$ cat src/rtl/iterative_shift_unit.sv
// Multi-cycle LSL/LSR/ASR/ROR shifter, up to STEP bits per clock, valid/ready in and out.
// Optional SHIFT_STATUS_EN adds out_carry (last bit shifted out) and out_zero.
module iterative_shift_unit #(
    parameter int WIDTH = 32,
    parameter int STEP  = 1,
    localparam int SHAMT_W = $clog2(WIDTH)
) (
    input  logic               clk,
    input  logic               rst_n,
    input  logic               in_valid,
    output logic               in_ready,
    input  logic [WIDTH-1:0]   in_data,
    input  logic [SHAMT_W-1:0] in_shamt,
    input  logic [1:0]         in_mode,
    output logic               out_valid,
    input  logic               out_ready,
    output logic [WIDTH-1:0]   out_data,
    output logic               busy
`ifdef SHIFT_STATUS_EN
   ,output logic               out_carry,
    output logic               out_zero
`endif
);

    localparam logic [SHAMT_W:0] STEP_K  = (SHAMT_W+1)'(STEP);
    localparam logic [SHAMT_W:0] WIDTH_K = (SHAMT_W+1)'(WIDTH);

    typedef enum logic [1:0] {
        IDLE  = 2'b00,
        SHIFT = 2'b01,
        DONE  = 2'b10
    } state_t;

    state_t             state_q, state_d;
    logic [WIDTH-1:0]   data_q, data_d;
    logic [SHAMT_W-1:0] count_q, count_d;
    logic [1:0]         mode_q, mode_d;
    logic [SHAMT_W:0]   k;
    logic [WIDTH-1:0]   shifted;

`ifdef SHIFT_STATUS_EN
    logic               carry_q, carry_d;
    logic [WIDTH-1:0]   lsl_out;
    logic [WIDTH-1:0]   rsh_out;
`endif

    always_comb begin
        state_d = state_q;
        data_d  = data_q;
        count_d = count_q;
        mode_d  = mode_q;
        // Never shift further than what remains of the request
        k = ({1'b0, count_q} < STEP_K) ? {1'b0, count_q} : STEP_K;
        unique case (mode_q)
            2'b00:   shifted = data_q << k;
            2'b01:   shifted = data_q >> k;
            2'b10:   shifted = WIDTH'($signed(data_q) >>> k);
            default: shifted = (data_q >> k) | (data_q << (WIDTH_K - k));
        endcase
`ifdef SHIFT_STATUS_EN
        carry_d = carry_q;
        lsl_out = data_q >> (WIDTH_K - k);
        rsh_out = data_q >> (k - 1'b1);
`endif
        unique case (state_q)
            IDLE: begin
                if (in_valid) begin
                    data_d  = in_data;
                    count_d = in_shamt;
                    mode_d  = in_mode;
`ifdef SHIFT_STATUS_EN
                    carry_d = 1'b0;
`endif
                    state_d = (in_shamt == '0) ? DONE : SHIFT;
                end
            end
            SHIFT: begin
                data_d  = shifted;
                count_d = count_q - k[SHAMT_W-1:0];
`ifdef SHIFT_STATUS_EN
                carry_d = (mode_q == 2'b00) ? lsl_out[0] : rsh_out[0];
`endif
                if (count_d == '0) state_d = DONE;
            end
            DONE: begin
                if (out_ready) state_d = IDLE;
            end
            default: state_d = IDLE;
        endcase
    end

    always_ff @(posedge clk or negedge rst_n) begin
        if (!rst_n) begin
            state_q <= IDLE;
            data_q  <= '0;
            count_q <= '0;
            mode_q  <= 2'b00;
        end else begin
            state_q <= state_d;
            data_q  <= data_d;
            count_q <= count_d;
            mode_q  <= mode_d;
        end
    end

`ifdef SHIFT_STATUS_EN
    always_ff @(posedge clk or negedge rst_n) begin
        if (!rst_n) carry_q <= 1'b0;
        else        carry_q <= carry_d;
    end

    assign out_carry = (state_q == DONE) & carry_q;
    assign out_zero  = (state_q == DONE) & (data_q == '0);
`endif

    assign in_ready  = (state_q == IDLE);
    assign out_valid = (state_q == DONE);
    assign busy      = (state_q != IDLE);
    assign out_data  = data_q;

endmodule

$ cat config.mk
export PLATFORM = sky130hd
export DESIGN_NAME = iterative_shift_unit
export DESIGN_NICKNAME = d
export VERILOG_FILES = /design/src/rtl/iterative_shift_unit.sv
export SDC_FILE = /design/constraint.sdc
export NUM_CORES = 1
export LEC_CHECK = 0
export ABC_CLOCK_PERIOD_IN_PS = 7300
export BUFFER_PORTS_ARGS = -buffer_cell sky130_fd_sc_hd__buf_2
export CORE_MARGIN = 5
export CORE_UTILIZATION = 35
export CTS_CLUSTER_SIZE = 24
export DETAILED_ROUTE_END_ITERATION = 10
export PLACE_DENSITY = 0.64
export SLEW_MARGIN = 40
export SYNTH_ARGS = -nofsm -noshare
export SYNTH_HDL_FRONTEND = slang
export SYNTH_SLANG_ARGS = --single-unit
$ cat constraint.sdc
create_clock -name clk -period 7.3 [get_ports clk]
set_input_delay 0 -clock clk [delete_from_list [all_inputs] [get_ports clk]]
set_output_delay 0 -clock clk [all_outputs]
set_load 0.05 [all_outputs]
==> flow_summary_export.csv, run 1 <==
group,metric,value,unit
die,rows,33,
worst_setup_path,category_of_cells_accounting_for_the_largest_share_of_critical_path_delay,"simple AND/OR/NAND/NOR gates",
yosys,async_reset_ff_share,100,%
timing,layout_min_cycle_time,4080,ps
timing,grt_setup_unrepaired,"no",
yosys,synth_area_per_cell,7.74,sq um
timing,worst_clock_skew,8.57,ps
power,ir_drop,270,uV
power,power.density_cell_area,542,nW/um^2
yosys,yosys_warnings,0,
die,ioPinCount,78,
route,wire_per_inst,18.2,microns
die,floorplan.initialDensity,36.3,%
placed_design,port_buffers,77,
timing,setup_tns,0,ps
finish,drive_above_1_share,23.7,%
clock_tree,postCtsSetupBuffers,0,
worst_setup_path,critical_path_required,7480,ps
clock_tree,cts_root_buffer,"sky130_fd_sc_hd__clkbuf_8",
yosys,postSynthRegisterBits,41,
finish,num-fill-cells,866,
clock_tree,clock_latency,300,ps
job,drv_cap,0,
route,detailedRoute.firstPassIterationCount,5,
route,wl,10.4,mm
worst_setup_path,arrival,4260,ps
power,total_leakage_power,1.62,nW
finish,postLayoutCoreUtil,45.0,%
global_routing,grtUsageTotal,20.1,%
finish,antenna-diode-count,0,
timing,timing_max_transition_violations_final,0,
yosys,synth.cell_area,3000,sq um
worst_setup_path,critical_path.cell_chain,"or4_1 -> or2_1 -> clkinv_2 -> ha_2 -> mux2_2 -> a211oi_1 -> o21ai_0 -> a22oi_1 -> o21ai_0",
die,fp.dieW,103,microns
clock_tree,clock-sinks,41,
die,dieHeight,103,microns
placed_design,place.detailed.hpwl,7.20,mm
finish,final_net_count,508,
timing,worst_slew_margin_rel,43.5,%
worst_setup_path,cpPeakStageDelay,900,ps
clock_tree,clk_transition_reported_paths,80,ps
route,drt-initial-drc-count,423,
yosys,netlist-cell-type-count,49,
global_routing,grt_antenna_before_repair,0,
worst_setup_path,crit_type,"register to register",
route,drt.antenna.violating_nets,0,
status,run_status,"complete, but fails checks",
yosys,synth_edf_count,0,
die,core_area,8260,sq um
finish,layout.cell_area.non_filler,3720,sq um
clock_tree,cts_max_level,2,
yosys,synth_nets,432,
status,violated_checks,"hold timing",
timing,setup-violations-final,0,
timing,fmax,0.245,GHz
worst_setup_path,path_buf_inv,1,
worst_setup_path,cpMaxStageDelayCell,"sky130_fd_sc_hd__ha_2",
yosys,yosys_most_used_dff,"sky130_fd_sc_hd__dfrtp_1",
die,floorplan.die_area,10500,sq um
worst_setup_path,end_kind,"register",
global_routing,first_pass_grt_wire_length,16.8,mm
timing,timing.final.hold_violations,2,
clock_tree,cts-root-to-sink-buffers,2,
timing,whs,-2.64,ps
finish,layout-area-overhead-vs-synth,24.1,%
global_routing,first_global_vias,3200,
yosys,post_synthesis_sequential_area_ratio,34.3,%
worst_setup_path,worst-path-max-fanout,27,
global_routing,pin_count_of_the_biggest_net_entering_global_routing,46,
placed_design,placedInstanceArea,3420,sq um
worst_setup_path,crit_path_start_kind,"register",
yosys,post_synth_inst_count,387,
finish,sequential_cell_area,1030,sq um
worst_hold_path,holdCritPathClass,"primary input to register",
route,remaining_drcs,0,
clock_tree,cts_made_buffers,5,
placed_design,routabilityCongestion,0.937,
timing,worst_slew_pin_slew,842,ps
route,via_count,3345,
global_routing,grt_overflow_total,0,
timing,period_share,55.9,%
route,drt-vias-per-instance,5.88,
worst_setup_path,critical_path.most_common_cell,"sky130_fd_sc_hd__o21ai_0",
finish,multiInputGateArea,1810,sq um
clock_tree,cts_tree,"done",
## cell usage after synthesis (all sizes together) (10+ instances only)
cell type	instances	area [sq um]
a21oi	22	114
a31oi	10	62.6
clkbuf	26	97.6
dfrtp	41	1030
mux2	12	135
mux2i	10	100
nand2	55	206
nand2b	11	68.8
nand3	11	55.1
nor2	46	173
o21ai	27	135
o22ai	25	156
## power breakdown
group / leakage [nW] / internal (mW) / switching (mW)
Sequential: 0.471 / 0.344 / 0.233
Combinational: 1.09 / 0.415 / 0.851
Clock: 0.0542 / 0.0856 / 0.0848
Total: 1.62 / 0.844 / 1.17
## final timing paths
kind                                 start      endpoint  cells past startpoint  slack (ps)
worst min register to register  count_q[3]    count_q[3]                      1         580
worst min-delay path            in_data[8]   out_data[8]                      3          -3
min in group asynchronous            rst_n    count_q[4]                      2         220
max in group asynchronous            rst_n  out_data[17]                      2        6700
worst max register to register  count_q[1]  out_data[14]                      9        3220
worst max-delay path            count_q[1]  out_data[14]                      9        3220
## what timing repair did
item | in CTS | in global routing
endpoints found under the hold margin | 60 | 0
endpoints found under the setup margin | 0 | 0
gates resized for setup | 0 | 0
hold buffers | 20 | 0
## state kept, by name, indices dropped and copies added (netlist names)
signal / cells
count_q: 5
state_q: 2
out_data: 32
mode_q: 2
## worst reg2reg max path: stages (launching register included)
cell and delay, ps:
sky130_fd_sc_hd__dfrtp_1 460, sky130_fd_sc_hd__or4_1 390, sky130_fd_sc_hd__or2_1 710, sky130_fd_sc_hd__clkinv_2 480, sky130_fd_sc_hd__ha_2 900, sky130_fd_sc_hd__mux2_2 410
sky130_fd_sc_hd__a211oi_1 230, sky130_fd_sc_hd__o21ai_0 120, sky130_fd_sc_hd__a22oi_1 160, sky130_fd_sc_hd__o21ai_0 110
## kinds of logic (layout without fill, tap and decap cells)
kind of cell    Yosys count  count (layout)  synth area share (%)
compound gates          134             134                  29.6
fa+ha+maj                 2               2                 0.835
buf+inv                  40             117                  5.72
flops                    41              41                  34.3
mux                      22              22                  7.85
other cells               1               1                 0.125
simple gates            147             147                  21.6
## metal layers
| metal | part of all wire, % | track usage [%] | wire length, microns |
|---|---|---|---|
| met5 | 0 | 0 | 0 |
| met4 | 2.1 | 5.65 | 215 |
| met3 | 7.8 | 3.72 | 807 |
| met2 | 45 | 31.6 | 4670 |
| met1 | 45 | 28.2 | 4660 |
## cell usage in the layout, fill, tap and decap left out, drive strengths merged, types with 5 or more instances in the layout
master,n
inv,5
nor2,46
nand2b,11
dlygate4sd3,20
nor2b,5
buf,82
clkbuf,7
mux2i,10
a22oi,7
a31oi,10
a21oi,22
nor3,8
a211oi,7
mux2,12
o21ai,27
dfrtp,41
o211ai,8
o22ai,25
nand2,55
nand3,11
## stage by stage
step | hold slack (ps) | power, mW | cells | setup slack (ps)
3_5_place_dp | 28.2 | 1.83 | 541 | 3310
6_report | -2.64 | 2.01 | 569 | 3220
2_1_floorplan | -296 | 1.47 | 387 | 4240
5_1_grt | 0.126 | 2.17 | 569 | 2930
3_3_place_gp | 204 | 1.81 | 541 | 3200
4_1_cts | 0.394 | 2.01 | 569 | 3290
## cell type report
| cell class | instances | share of cell area [%] |
|---|---|---|
| multi-input combinational | 306 | 48.6 |
| sequential | 41 | 27.6 |
| timing repair buffer | 102 | 16.8 |
| tap | 105 | 3.53 |
| clock buffer | 7 | 2.59 |
| inverter | 7 | 0.740 |
| clock inverter | 1 | 0.135 |
No activity file was read; power rests on OpenSTA's default activity.
==> run 2, diff against run 1 <==
--- a/config.mk
+++ b/config.mk
@@ -5,13 +5,14 @@
 export SDC_FILE = /design/constraint.sdc
 export NUM_CORES = 1
 export LEC_CHECK = 0
-export ABC_CLOCK_PERIOD_IN_PS = 7300
+export ABC_AREA = 1
+export ABC_CLOCK_PERIOD_IN_PS = 3600
 export BUFFER_PORTS_ARGS = -buffer_cell sky130_fd_sc_hd__buf_2
 export CORE_MARGIN = 5
 export CORE_UTILIZATION = 35
 export CTS_CLUSTER_SIZE = 24
 export DETAILED_ROUTE_END_ITERATION = 10
-export PLACE_DENSITY = 0.64
+export PLACE_DENSITY = 0.65
 export SLEW_MARGIN = 40
 export SYNTH_ARGS = -nofsm -noshare
 export SYNTH_HDL_FRONTEND = slang
==> constraint.sdc (replaced) <==
create_clock -name clk -period 3.6 [get_ports clk]
set_input_delay 0 -clock clk [delete_from_list [all_inputs] [get_ports clk]]
set_output_delay 0 -clock clk [all_outputs]
set_load 0.05 [all_outputs]
==> run 2 against run 1 <==
  * Register-to-register slack worse by 2300 ps
  * Synthesized cell count is 41% higher
  * Die area up 14%
  * The flow now finishes without violations
  * Wire length increased by 6.5%
  * Hold slack better by 4.7 ps
  * Global-route usage down 0.76 points
  * Via count increased by 15%
  * Flip-flop and latch count did not move
  * Sequential share of layout area shrank 2.1 points
  * Clock-buffer cell count is 2 lower
==> flow_summary_export.csv, run 2 <==
group,metric,value,unit
status,run_status,"completed",
timing,timing.final.hold_violations,0,
timing,worst_clock_skew,3.72,ps
die,floorplan.die_area,12000,sq um
clock_tree,clock-sinks,41,
worst_setup_path,end_kind,"register",
yosys,synth.area.top_cells,"sky130_fd_sc_hd__dfrtp_1 (30%), sky130_fd_sc_hd__nand2_1 (18%), sky130_fd_sc_hd__nand3_1 (7.1%)",
timing,timing_max_transition_violations_final,0,
worst_setup_path,worst-path-max-fanout,23,
worst_setup_path,crit_path_start_kind,"register",
die,fp.dieW,110,microns
global_routing,grt_antenna_before_repair,0,
clock_tree,cts_root_buffer,"sky130_fd_sc_hd__clkbuf_8",
yosys,synth_area_per_cell,6.38,sq um
finish,layout-area-overhead-vs-synth,16.0,%
clock_tree,cts_made_buffers,5,
route,drt-initial-drc-count,231,
worst_setup_path,critical_path.cell_chain,"nor2_4 -> nand2_1 -> nor2_4 -> ha_1 -> inv_1 -> nand3_1 -> o21ai_1 -> a21oi_1 -> o22ai_1",
worst_setup_path,cpMaxStageDelayCell,"sky130_fd_sc_hd__inv_1",
yosys,synth_nets,589,
job,drv_cap,0,
global_routing,grtUsageTotal,19.3,%
route,drt-vias-per-instance,5.20,
timing,period_share,74.8,%
global_routing,grtUsageMet2,30.9,%
yosys,post_synth_inst_count,544,
timing,layout_min_cycle_time,2690,ps
placed_design,port_buffers,77,
yosys,synthMostInstantiatedCell,"sky130_fd_sc_hd__nand2_1",
global_routing,use_met3,3.29,%
worst_hold_path,holdPathStages,3,
worst_hold_path,worst_hold_startpoint,"in_data[6]",
yosys,synth.cell_area,3470,sq um
finish,final_net_count,653,
worst_hold_path,holdCritPathClass,"primary input to register",
worst_setup_path,cpPeakStageDelay,640,ps
worst_setup_path,arrival,2920,ps
die,rows,36,
clock_tree,post_cts_hold_buffer_count,7,
finish,layout_commonest_cell,"sky130_fd_sc_hd__nand2_1",
yosys,yosys_warnings,0,
clock_tree,postCtsSetupBuffers,0,
worst_setup_path,r2r_start,"count_q[1]",
die,dieHeight,110,microns
worst_setup_path,crit_type,"register to register",
global_routing,first_global_vias,3783,
yosys,post_synthesis_sequential_area_ratio,29.6,%
global_routing,busiest_layer,"met2",
clock_tree,cts-root-to-sink-buffers,2,
timing,worst_slew_pin_slew,714,ps
yosys,netlist-cell-type-count,38,
global_routing,pin_count_of_the_biggest_net_entering_global_routing,42,
finish,drive_above_1_share,20.6,%
global_routing,first_pass_grt_wire_length,18.4,mm
die,ioPinCount,78,
worst_hold_path,hold_end,"out_data[6]",
clock_tree,clk_transition_reported_paths,80,ps
route,via_count,3848,
route,wl,11.0,mm
global_routing,met1_usage,26.7,%
route,drt.antenna.violating_nets,0,
placed_design,place.detailed.hpwl,7.98,mm
yosys,postSynthRegisterBits,41,
timing,setup_tns,0,ps
route,wire_per_inst,14.9,microns
worst_setup_path,crit-reg2reg-capture,"out_data[9]",
yosys,synthDominantAreaCellType,"sky130_fd_sc_hd__dfrtp_1",
finish,most_used_cells_in_the_layout_excluding_fill_and_tap_cells,"sky130_fd_sc_hd__nand2_1 (165), sky130_fd_sc_hd__buf_2 (76), sky130_fd_sc_hd__inv_1 (49), sky130_fd_sc_hd__nand3_1 (49), sky130_fd_sc_hd__o21ai_0 (46)",
yosys,async_reset_ff_share,100,%
worst_setup_path,reg2reg_slack,910,ps
timing,fmax,0.371,GHz
yosys,synth_edf_count,0,
route,remaining_drcs,0,
timing,setup-violations-final,0,
worst_setup_path,critical_path_required,3830,ps
yosys,yosys_most_used_dff,"sky130_fd_sc_hd__dfrtp_1",
timing,grt_setup_unrepaired,"no",
yosys,netlist_top_cells_count,"sky130_fd_sc_hd__nand2_1 (165), sky130_fd_sc_hd__inv_1 (50), sky130_fd_sc_hd__nand3_1 (49), sky130_fd_sc_hd__o21ai_0 (46), sky130_fd_sc_hd__nor2_1 (45)",
finish,antenna-diode-count,0,
timing,worst_slew_margin_rel,52.3,%
die,floorplan.initialDensity,35.7,%
die,core_area,9730,sq um
clock_tree,clock_latency,300,ps
route,detailedRoute.firstPassIterationCount,5,
worst_setup_path,r2r_cells,9,
worst_setup_path,critical_path.most_common_cell,"sky130_fd_sc_hd__nor2_4",
global_routing,grt_overflow_total,0,
clock_tree,cts_tree,"done",
clock_tree,cts_repair_resize_count,0,
yosys,synth_largest_type_area_fraction,29.6,%
placed_design,routabilityCongestion,0.925,
finish,largest_reg_flops,32,
clock_tree,cts_max_level,2,
run 2: cell types whose count changed after synthesis, sizes merged, moves of 12 or more:
cell   previous run  this run
inv               5        55
mux2             12         0
o21ai            27        65
nand2            55       173
o22ai            25         8
nand3            11        52
run 2: per-layer routing:
layer  up-vias  share of wire (%)
li1       1924                  -
met5         -                  0
met4         0                1.6
met1      1783                 48
met3        15                5.8
met2       126                 45
run 2: worst max-delay path by stage:
stage	start	endpoint	depth (start not counted)
after CTS	count_q[1]	out_data[31]	13
after global placement	count_q[1]	out_data[31]	13
final	count_q[1]	out_data[9]	9
after global routing	count_q[1]	out_data[31]	13
after detailed placement	count_q[1]	out_data[31]	13
after floorplan	count_q[1]	out_data[29]	12
run 2: critical path, delay by kind of cell (launching register included):
kind,cells,cell delay [ps]
buf+inv,1,640
fa+ha+maj,1,480
compound gates,3,390
flops,1,430
simple gates,4,680
run 2: cell type report:
cell class / count / area [sq um]
inverters: 55 / 206
well taps: 133 / 166
flip-flops and latches: 41 / 1030
clock buffers: 5 / 68.8
multi-input cells: 415 / 2050
fillers: 1072 / 5700
clock inverters: 1 / 5.00
repair buffers: 90 / 503
run 2: through the flow:
step / utilization [%] / setup WS [ps] / std cells / hold slack (ps) / cell area, sq um
finish: 41.4 / 908 / 740 / 2.07 / 4030
global route: 41.4 / 571 / 740 / 20.1 / 4030
CTS: 41.4 / 962 / 740 / 0.504 / 4020
detailed placement: 39.9 / 989 / 727 / 44.2 / 3880
global placement: 39.9 / 1040 / 727 / 205 / 3880
floorplan: - / 1450 / 544 / -296 / 3470
run 2: cells by family after synthesis:
kind of cell / Yosys count / synth area share [%]
simple gates: 288 / 36.1
compound gates: 122 / 21.6
buf+inv: 88 / 11.4
flops: 41 / 29.6
xor+xnor: 2 / 0.505
fa+ha+maj: 2 / 0.721
other cells: 1 / 0.108
Power of run 2 is not shown: default switching activity piles up to over one toggle a cycle in this logic, so the estimate is an artifact.
